$ cat src/rtl/multi_state_seq.sv
// Multicycle step sequencer for the MIPS multicycle controller: owns the step
// register, handles memory stalls, retire/halt/overrun and the debug counters.
module multi_state_seq #(
  parameter int MAX_STATE = 4,
  parameter int CNT_W     = 32
) (
  input  logic             clk,
  input  logic             rst_n,
  input  logic             en,
  input  logic             next_ins,
  input  logic             mem_req,
  input  logic             mem_ready,
  input  logic             halt_req,
  output logic [2:0]       state,
  output logic             retire,
  output logic             halted,
  output logic             seq_err,
  output logic [CNT_W-1:0] instr_count,
  output logic [CNT_W-1:0] cycle_count,
  output logic [CNT_W-1:0] stall_count
);

  // Step encoding seen by the controller: 0 FETCH, 1 DECODE, 2 EXEC/ADDR,
  // 3 MEM/ALUWB, 4 MEMWB.
  localparam logic [2:0] S_FETCH = 3'd0;
  localparam logic [2:0] S_LAST  = 3'(MAX_STATE);
  localparam logic [2:0] S_STEP  = 3'd1;
  localparam logic [CNT_W-1:0] CNT_ONE = {{(CNT_W-1){1'b0}}, 1'b1};

  // Valid/ready: a memory step completes only on a cycle where mem_req and
  // mem_ready are both high; mem_req with mem_ready low holds the step.
  logic active;
  logic stall;
  logic overrun;

  assign active  = en & ~halted;
  assign stall   = mem_req & ~mem_ready;
  // ">=" also catches unreachable codes above the last legal step.
  assign overrun = (state >= S_LAST);

  always_ff @(posedge clk or negedge rst_n) begin
    if (!rst_n) begin
      state       <= S_FETCH;
      retire      <= 1'b0;
      halted      <= 1'b0;
      seq_err     <= 1'b0;
      instr_count <= '0;
      cycle_count <= '0;
      stall_count <= '0;
    end else begin
      retire <= 1'b0;
      if (active) begin
        cycle_count <= cycle_count + CNT_ONE;
        if (stall) begin
          stall_count <= stall_count + CNT_ONE;
        end else if (next_ins) begin
          state       <= S_FETCH;
          instr_count <= instr_count + CNT_ONE;
          retire      <= 1'b1;
          if (halt_req) begin
            halted <= 1'b1;
          end
        end else if (overrun) begin
          state   <= S_FETCH;
          seq_err <= 1'b1;
        end else begin
          state <= state + S_STEP;
        end
      end
    end
  end

endmodule

$ cat config.mk
export PLATFORM = sky130hd
export DESIGN_NAME = multi_state_seq
export DESIGN_NICKNAME = d
export VERILOG_FILES = /design/src/rtl/multi_state_seq.sv
export SDC_FILE = /design/constraint.sdc
export NUM_CORES = 1
export LEC_CHECK = 0
export ABC_AREA = 1
export CORE_UTILIZATION = 52
export CTS_CLUSTER_SIZE = 24
export DETAILED_ROUTE_END_ITERATION = 12
export PLACE_DENSITY_LB_ADDON = 0.1
export REMOVE_ABC_BUFFERS = 1
export SLEW_MARGIN = 20
export SYNTH_ARGS = -nofsm -noshare
export SYNTH_HDL_FRONTEND = slang
export SYNTH_SLANG_ARGS = --single-unit
$ cat constraint.sdc
create_clock -name clk -period 1.9 [get_ports clk]
set_input_delay 0.19 -clock clk [delete_from_list [all_inputs] [get_ports clk]]
set_output_delay 0.19 -clock clk [all_outputs]
set_load 0.1 [all_outputs]
Yosys cells after proc, flatten, opt, wreduce, memory -nomap -nowiden --
Index checks and enable logic that the tools add are counted.
Storage, ports and cells: flip-flop bits (word level) 102, output and inout bits 102, word-level logic and storage cells 28
Cells by class: add/sub/neg operators 4, $lt $le $gt $ge 1, bitwise logic cells 6, mux-type cells 5, reductions and logical operators 5
Operators by type and width (number):
- $add A32 B1 Y32 const B | 3
- $reduce_and A4 Y1 | 2
- $mux W3 | 2
- $not A1 Y1 | 4
- $reduce_and A2 Y1 | 2
- $add A3 B1 Y3 const B | 1
- $ge A3 B3 Y1 const B | 1
- $mux W1 | 3
- $reduce_and A3 Y1 | 1
- $and A1 B1 Y1 | 2

Longest topological paths before layout --
word-level depth 4, depth in mapped cells 10, depth with buffers taken out 10

Least setup slack after synthesis --
OpenSTA, ideal clock, no wires.
kind reg-to-reg, start point register cycle_count[1], end point register cycle_count[22], arrival time 2.034 ns, slack -0.293 ns, stages on the path, launching flop included 8, setup time 0.159 ns, period minus slack after synthesis 2.193 ns, required time 1.741 ns, cell sequence dfrtp_1 -> ha_1 -> nand3_1 -> nor2_2 -> nand2_2 -> nor2_4 -> nand2_1 -> xnor2_1
On the way: cells in the longest elaborated chain, start to end 1
Ends and longest elaborated chain:
- start, declared | line 19 | output logic [CNT_W-1:0] cycle_count,
- start signal, assigned | line 53 | cycle_count <= cycle_count + CNT_ONE;
- $add A32 B1 Y32 | line 53
Every way passes these cells. A chain may end at the register's enable or synchronous reset.

Worst setup path after layout --
start point register halted, end point register stall_count[27]
On the way: cells in the longest elaborated chain, start to end 3
Ends and longest elaborated chain:
- start, declared | line 16 | output logic halted,
- start signal, assigned | line 45 | halted <= 1'b0;
- start signal, assigned | line 61 | halted <= 1'b1;
- $not A1 Y1 | line 36 | assign active = en & ~halted;
- $and A1 B1 Y1 | line 36
- $reduce_and A2 Y1 (no source line)
- end signal, assigned | line 55 | stall_count <= stall_count + CNT_ONE;
- end, declared | line 20 | output logic [CNT_W-1:0] stall_count
Every way passes these cells.

==> impl_metrics.prom <==
# TYPE chip_impl_metric gauge
chip_impl_metric{name="powerDensity",unit="mW/mm^2"} 553.3
chip_impl_metric{name="grt_antenna_before_repair",unit=""} 0
chip_impl_metric{name="synthesis.yosys.warnings",unit=""} 0
chip_impl_metric{name="ctsHtreeMaxLevel",unit=""} 3
chip_impl_metric{name="place.detailed.instances",unit=""} 955
chip_impl_info{name="series_of_cell_instances_along_the_critical_path",value="inv_2, nand2_4, nor2_4, nand2_1, nor2_2, nand3_1, nand2_1, nand2_1"} 1
chip_impl_metric{name="power.share.switching",unit="%"} 24.99
chip_impl_metric{name="min_period_over_period",unit="%"} 88.16
chip_impl_metric{name="post_route_drc_violation_count",unit=""} 0
chip_impl_metric{name="power.internal",unit="mW"} 2.839
chip_impl_metric{name="synth_async_sr_flop_share",unit="%"} 100.0
chip_impl_metric{name="detail_route.iter0.violations",unit=""} 284
chip_impl_metric{name="ys_ff_latch",unit=""} 102
chip_impl_metric{name="placed_cell_area",unit="mm^2"} 0.006638
chip_impl_metric{name="power.ir.vdd_worst",unit="mV"} 0.3385
chip_impl_metric{name="finalMaxSlewViolations",unit=""} 0
chip_impl_info{name="synthFlopType",value="sky130_fd_sc_hd__dfrtp_1"} 1
chip_impl_info{name="synthMostInstantiatedCell",value="sky130_fd_sc_hd__nand2_1"} 1
chip_impl_metric{name="top_level_ports",unit=""} 109
chip_impl_metric{name="place_hpwl",unit="um"} 10210
chip_impl_metric{name="cts.sink_count",unit=""} 102
chip_impl_info{name="unrepaired_setup_endpoints_after_global_routing",value="false"} 1
chip_impl_info{name="critical_path_class",value="reg2reg"} 1
chip_impl_metric{name="drt_first_pass_iters",unit=""} 4
chip_impl_metric{name="area_growth_syn_to_layout",unit="%"} 23.47
chip_impl_metric{name="first_global_vias",unit=""} 4562
chip_impl_metric{name="post_synth_instance_area",unit="mm^2"} 0.005539
chip_impl_metric{name="worstMarginPinSlew",unit="ps"} 660.0
chip_impl_info{name="ctsRootBufferMaster",value="sky130_fd_sc_hd__clkbuf_8"} 1
chip_impl_metric{name="post_synth.cell_area_avg",unit="um^2"} 7.902
chip_impl_metric{name="path_clk_slew",unit="ps"} 110
chip_impl_metric{name="synth_top_area_share",unit="%"} 46.08
chip_impl_metric{name="p_sw",unit="mW"} 0.9455
chip_impl_metric{name="core_region_area",unit="mm^2"} 0.01032
chip_impl_metric{name="timing.max_slew.rel_slack",unit="%"} 56.00
chip_impl_metric{name="grt_first_pass_wirelength",unit="um"} 21710
chip_impl_metric{name="wire_length_per_cell",unit="um"} 13.47
chip_impl_metric{name="layoutNonFillerInstCount",unit=""} 972
chip_impl_metric{name="die-height",unit="um"} 105.2
chip_impl_metric{name="grt_residual_overflow",unit=""} 0
chip_impl_metric{name="crit_fanout",unit=""} 7
chip_impl_info{name="synth.largest_area_cell",value="sky130_fd_sc_hd__dfrtp_1"} 1
chip_impl_info{name="synth_top_cells_by_area",value="sky130_fd_sc_hd__dfrtp_1, sky130_fd_sc_hd__nand2_1, sky130_fd_sc_hd__inv_1"} 1
chip_impl_metric{name="timing.max_cap.violations",unit=""} 0
chip_impl_metric{name="filler_cells_inserted",unit=""} 889
chip_impl_metric{name="max_freq",unit="MHz"} 597.0
chip_impl_info{name="cts_tree",value="built"} 1
chip_impl_info{name="timing.critical_path.mode_cell",value="sky130_fd_sc_hd__nand2_1"} 1
chip_impl_metric{name="share_seq_of_total_power",unit="%"} 58.0
chip_impl_metric{name="final_design_area_no_fill",unit="mm^2"} 0.006839
chip_impl_metric{name="ant_diodes",unit=""} 0
chip_impl_metric{name="layout.nets",unit=""} 843
chip_impl_metric{name="leakage",unit="nW"} 3.427
chip_impl_metric{name="finalClockSkew",unit="ps"} 18.22
chip_impl_metric{name="die_x",unit="um"} 105.2
chip_impl_metric{name="tritoncts.num_buffers",unit=""} 9
chip_impl_metric{name="gpl.final_weighted_congestion",unit=""} 0.9420
chip_impl_metric{name="required",unit="ps"} 2150
chip_impl_metric{name="final_setup_viols",unit=""} 0
chip_impl_metric{name="minimum_clock_period",unit="ps"} 1675
chip_impl_metric{name="vias",unit=""} 4904
chip_impl_metric{name="p_comb_share",unit="%"} 5.3
chip_impl_metric{name="dp_slack",unit="ps"} 18.27
chip_impl_metric{name="fp-row-count",unit=""} 37
chip_impl_metric{name="synth_edf_count",unit=""} 0
chip_impl_metric{name="grt_max_degree",unit=""} 51
chip_impl_info{name="critPathSlowestCell",value="sky130_fd_sc_hd__dfrtp_1"} 1
chip_impl_info{name="critPathLaunchType",value="flop"} 1
chip_impl_metric{name="grt.total_usage",unit="%"} 24.54
chip_impl_metric{name="clock_insertion_delay_worst_skew",unit="ps"} 370
chip_impl_metric{name="dieArea",unit="mm^2"} 0.01107
chip_impl_metric{name="final_hold_viol_count",unit=""} 0
chip_impl_metric{name="synth_cells",unit=""} 701
chip_impl_metric{name="power.clock.fraction",unit="%"} 36.7
chip_impl_metric{name="synth-seq-area-share",unit="%"} 46.08
chip_impl_metric{name="crit_path_max_incr_delay",unit="ps"} 470
chip_impl_metric{name="routed_wirelength",unit="um"} 13090
chip_impl_metric{name="distinct_cell_type_count_of_the_synthesized_netlist",unit=""} 27
chip_impl_metric{name="timing.final.ws_setup",unit="ps"} 224.9
chip_impl_metric{name="post_route_utilization",unit="%"} 66.25
chip_impl_metric{name="worst-endpoint-arrival",unit="ps"} 1930
chip_impl_metric{name="clk_path_buf_depth",unit=""} 2
chip_impl_info{name="ys_top_cells_by_count",value="sky130_fd_sc_hd__nand2_1, sky130_fd_sc_hd__dfrtp_1, sky130_fd_sc_hd__inv_1"} 1
chip_impl_info{name="run_status",value="completed"} 1
chip_impl_metric{name="numPortBuffers",unit=""} 108
chip_impl_metric{name="drive_above_1_share",unit="%"} 19.14
chip_impl_metric{name="initial_utilization",unit="%"} 53.65
chip_impl_info{name="critPathCaptureType",value="flop"} 1
chip_impl_metric{name="antenna_violating_nets_post_route",unit=""} 0
chip_impl_metric{name="via_per_inst",unit=""} 5.045
chip_impl_info{name="min_delay_worst_type",value="in2async"} 1
-- cell families after synthesis --
| logic type | synth area share, % |
|---|---|
| AND/OR/NAND/NOR | 35.31 |
| flip-flops | 46.08 |
| buffers and inverters | 6.980 |
| XOR/XNOR | 9.487 |
| AO/OA/AOI/OAI | 1.017 |
| adder cells (fa/ha/maj) | 1.129 |
-- flip-flops by register name, summed over array words and instances (netlist names) --
signal,cells
retire,1
state,3
instr_count,32
stall_count,32
seq_err,1
halted,1
cycle_count,32
-- metrics by stage --
| step | hold WS (ps) | TNS [ps] | total power [mW] |
|---|---|---|---|
| 2_1_floorplan | -105.6 | -8473 | 2.345 |
| 3_3_place_gp | 263.8 | 0 | 2.441 |
| 3_5_place_dp | 269.1 | 0 | 2.444 |
| 4_1_cts | 396.0 | 0 | 3.827 |
| 5_1_grt | 386.9 | 0 | 3.916 |
| 6_report | 373.0 | 0 | 3.784 |
-- power by group through the flow --
stage	logic (mW)	clock network (mW)	registers (mW)
after global routing	0.217	1.50	2.20
after global placement	0.203	0	2.24
after floorplan	0.0184	0	2.33
after detailed placement	0.205	0	2.24
final	0.202	1.39	2.20
after CTS	0.207	1.42	2.20
-- cell usage in the layout (no fill, tap or decap), types with 2 or more instances in the layout --
| cell type | count |
|---|---|
| sky130_fd_sc_hd__xor2_1 | 31 |
| sky130_fd_sc_hd__clkbuf_8 | 9 |
| sky130_fd_sc_hd__buf_12 | 3 |
| sky130_fd_sc_hd__inv_2 | 3 |
| sky130_fd_sc_hd__nand2_1 | 207 |
| sky130_fd_sc_hd__nor2_1 | 91 |
| sky130_fd_sc_hd__nand3_2 | 3 |
| sky130_fd_sc_hd__ha_1 | 5 |
| sky130_fd_sc_hd__nand3b_1 | 7 |
| sky130_fd_sc_hd__nand3_4 | 2 |
| sky130_fd_sc_hd__nor2_2 | 6 |
| sky130_fd_sc_hd__clkdlybuf4s50_1 | 5 |
| sky130_fd_sc_hd__xnor2_1 | 29 |
| sky130_fd_sc_hd__buf_4 | 112 |
| sky130_fd_sc_hd__nor2_4 | 8 |
| sky130_fd_sc_hd__nor3_2 | 2 |
| sky130_fd_sc_hd__inv_1 | 94 |
| sky130_fd_sc_hd__nand4_1 | 27 |
| sky130_fd_sc_hd__o21ai_1 | 2 |
| sky130_fd_sc_hd__and2_1 | 2 |
| sky130_fd_sc_hd__o21ai_0 | 6 |
| sky130_fd_sc_hd__nor3_1 | 12 |
| sky130_fd_sc_hd__nand2_2 | 2 |
| sky130_fd_sc_hd__clkinv_4 | 2 |
| sky130_fd_sc_hd__clkbuf_1 | 2 |
| sky130_fd_sc_hd__nand3_1 | 52 |
| sky130_fd_sc_hd__nor2_8 | 2 |
| sky130_fd_sc_hd__dfrtp_1 | 102 |
-- final cells by class --
cell class	instances	area [um^2]	share of cell area, %
timing repair buffer	121	960.9	14.05
tap	136	170.2	2.488
clock buffer	11	131.4	1.921
multi-input combinational	500	2600	38.02
inverter	97	364.1	5.324
sequential	102	2552	37.32
clock inverter	5	60.06	0.8782
-- worst max-delay path: cells and delay by family (launching register included) --
| kind | cells | cell delay, ps |
|---|---|---|
| buffers and inverters | 1 | 110 |
| DFF | 1 | 470 |
| and+or+nand+nor | 7 | 980 |
-- what timing repair did --
action                                 4_1_cts  5_1_grt
endpoints found under the hold margin       48        0
hold buffers                                 1        0
setup endpoints to repair                    0        0
setup buffers                                0        0
resized for setup                            0        0
-- metal layers --
metal  vias up  global-route usage (%)  wire (um)
met2       140                   39.38       6220
li1       2446                       -          -
met1      2298                   34.58       6056
met3        20                   3.711        618
met5         -                       0          0
met4         0                   7.042        194
-- path summary, 6_finish.rpt --
path                                      from               to  slack, ps  depth (start not counted)
worst max-delay path                    halted  stall_count[27]        220                          8
worst min-delay path                     rst_n  stall_count[11]        370                          2
worst max register to register          halted  stall_count[27]        220                          8
worst min register to register  instr_count[2]   instr_count[2]        520                          1
max in group asynchronous                rst_n   cycle_count[0]        890                          3
min in group clk                      halt_req           halted        390                          3
Note: power is estimated with default switching activity, not from simulation.
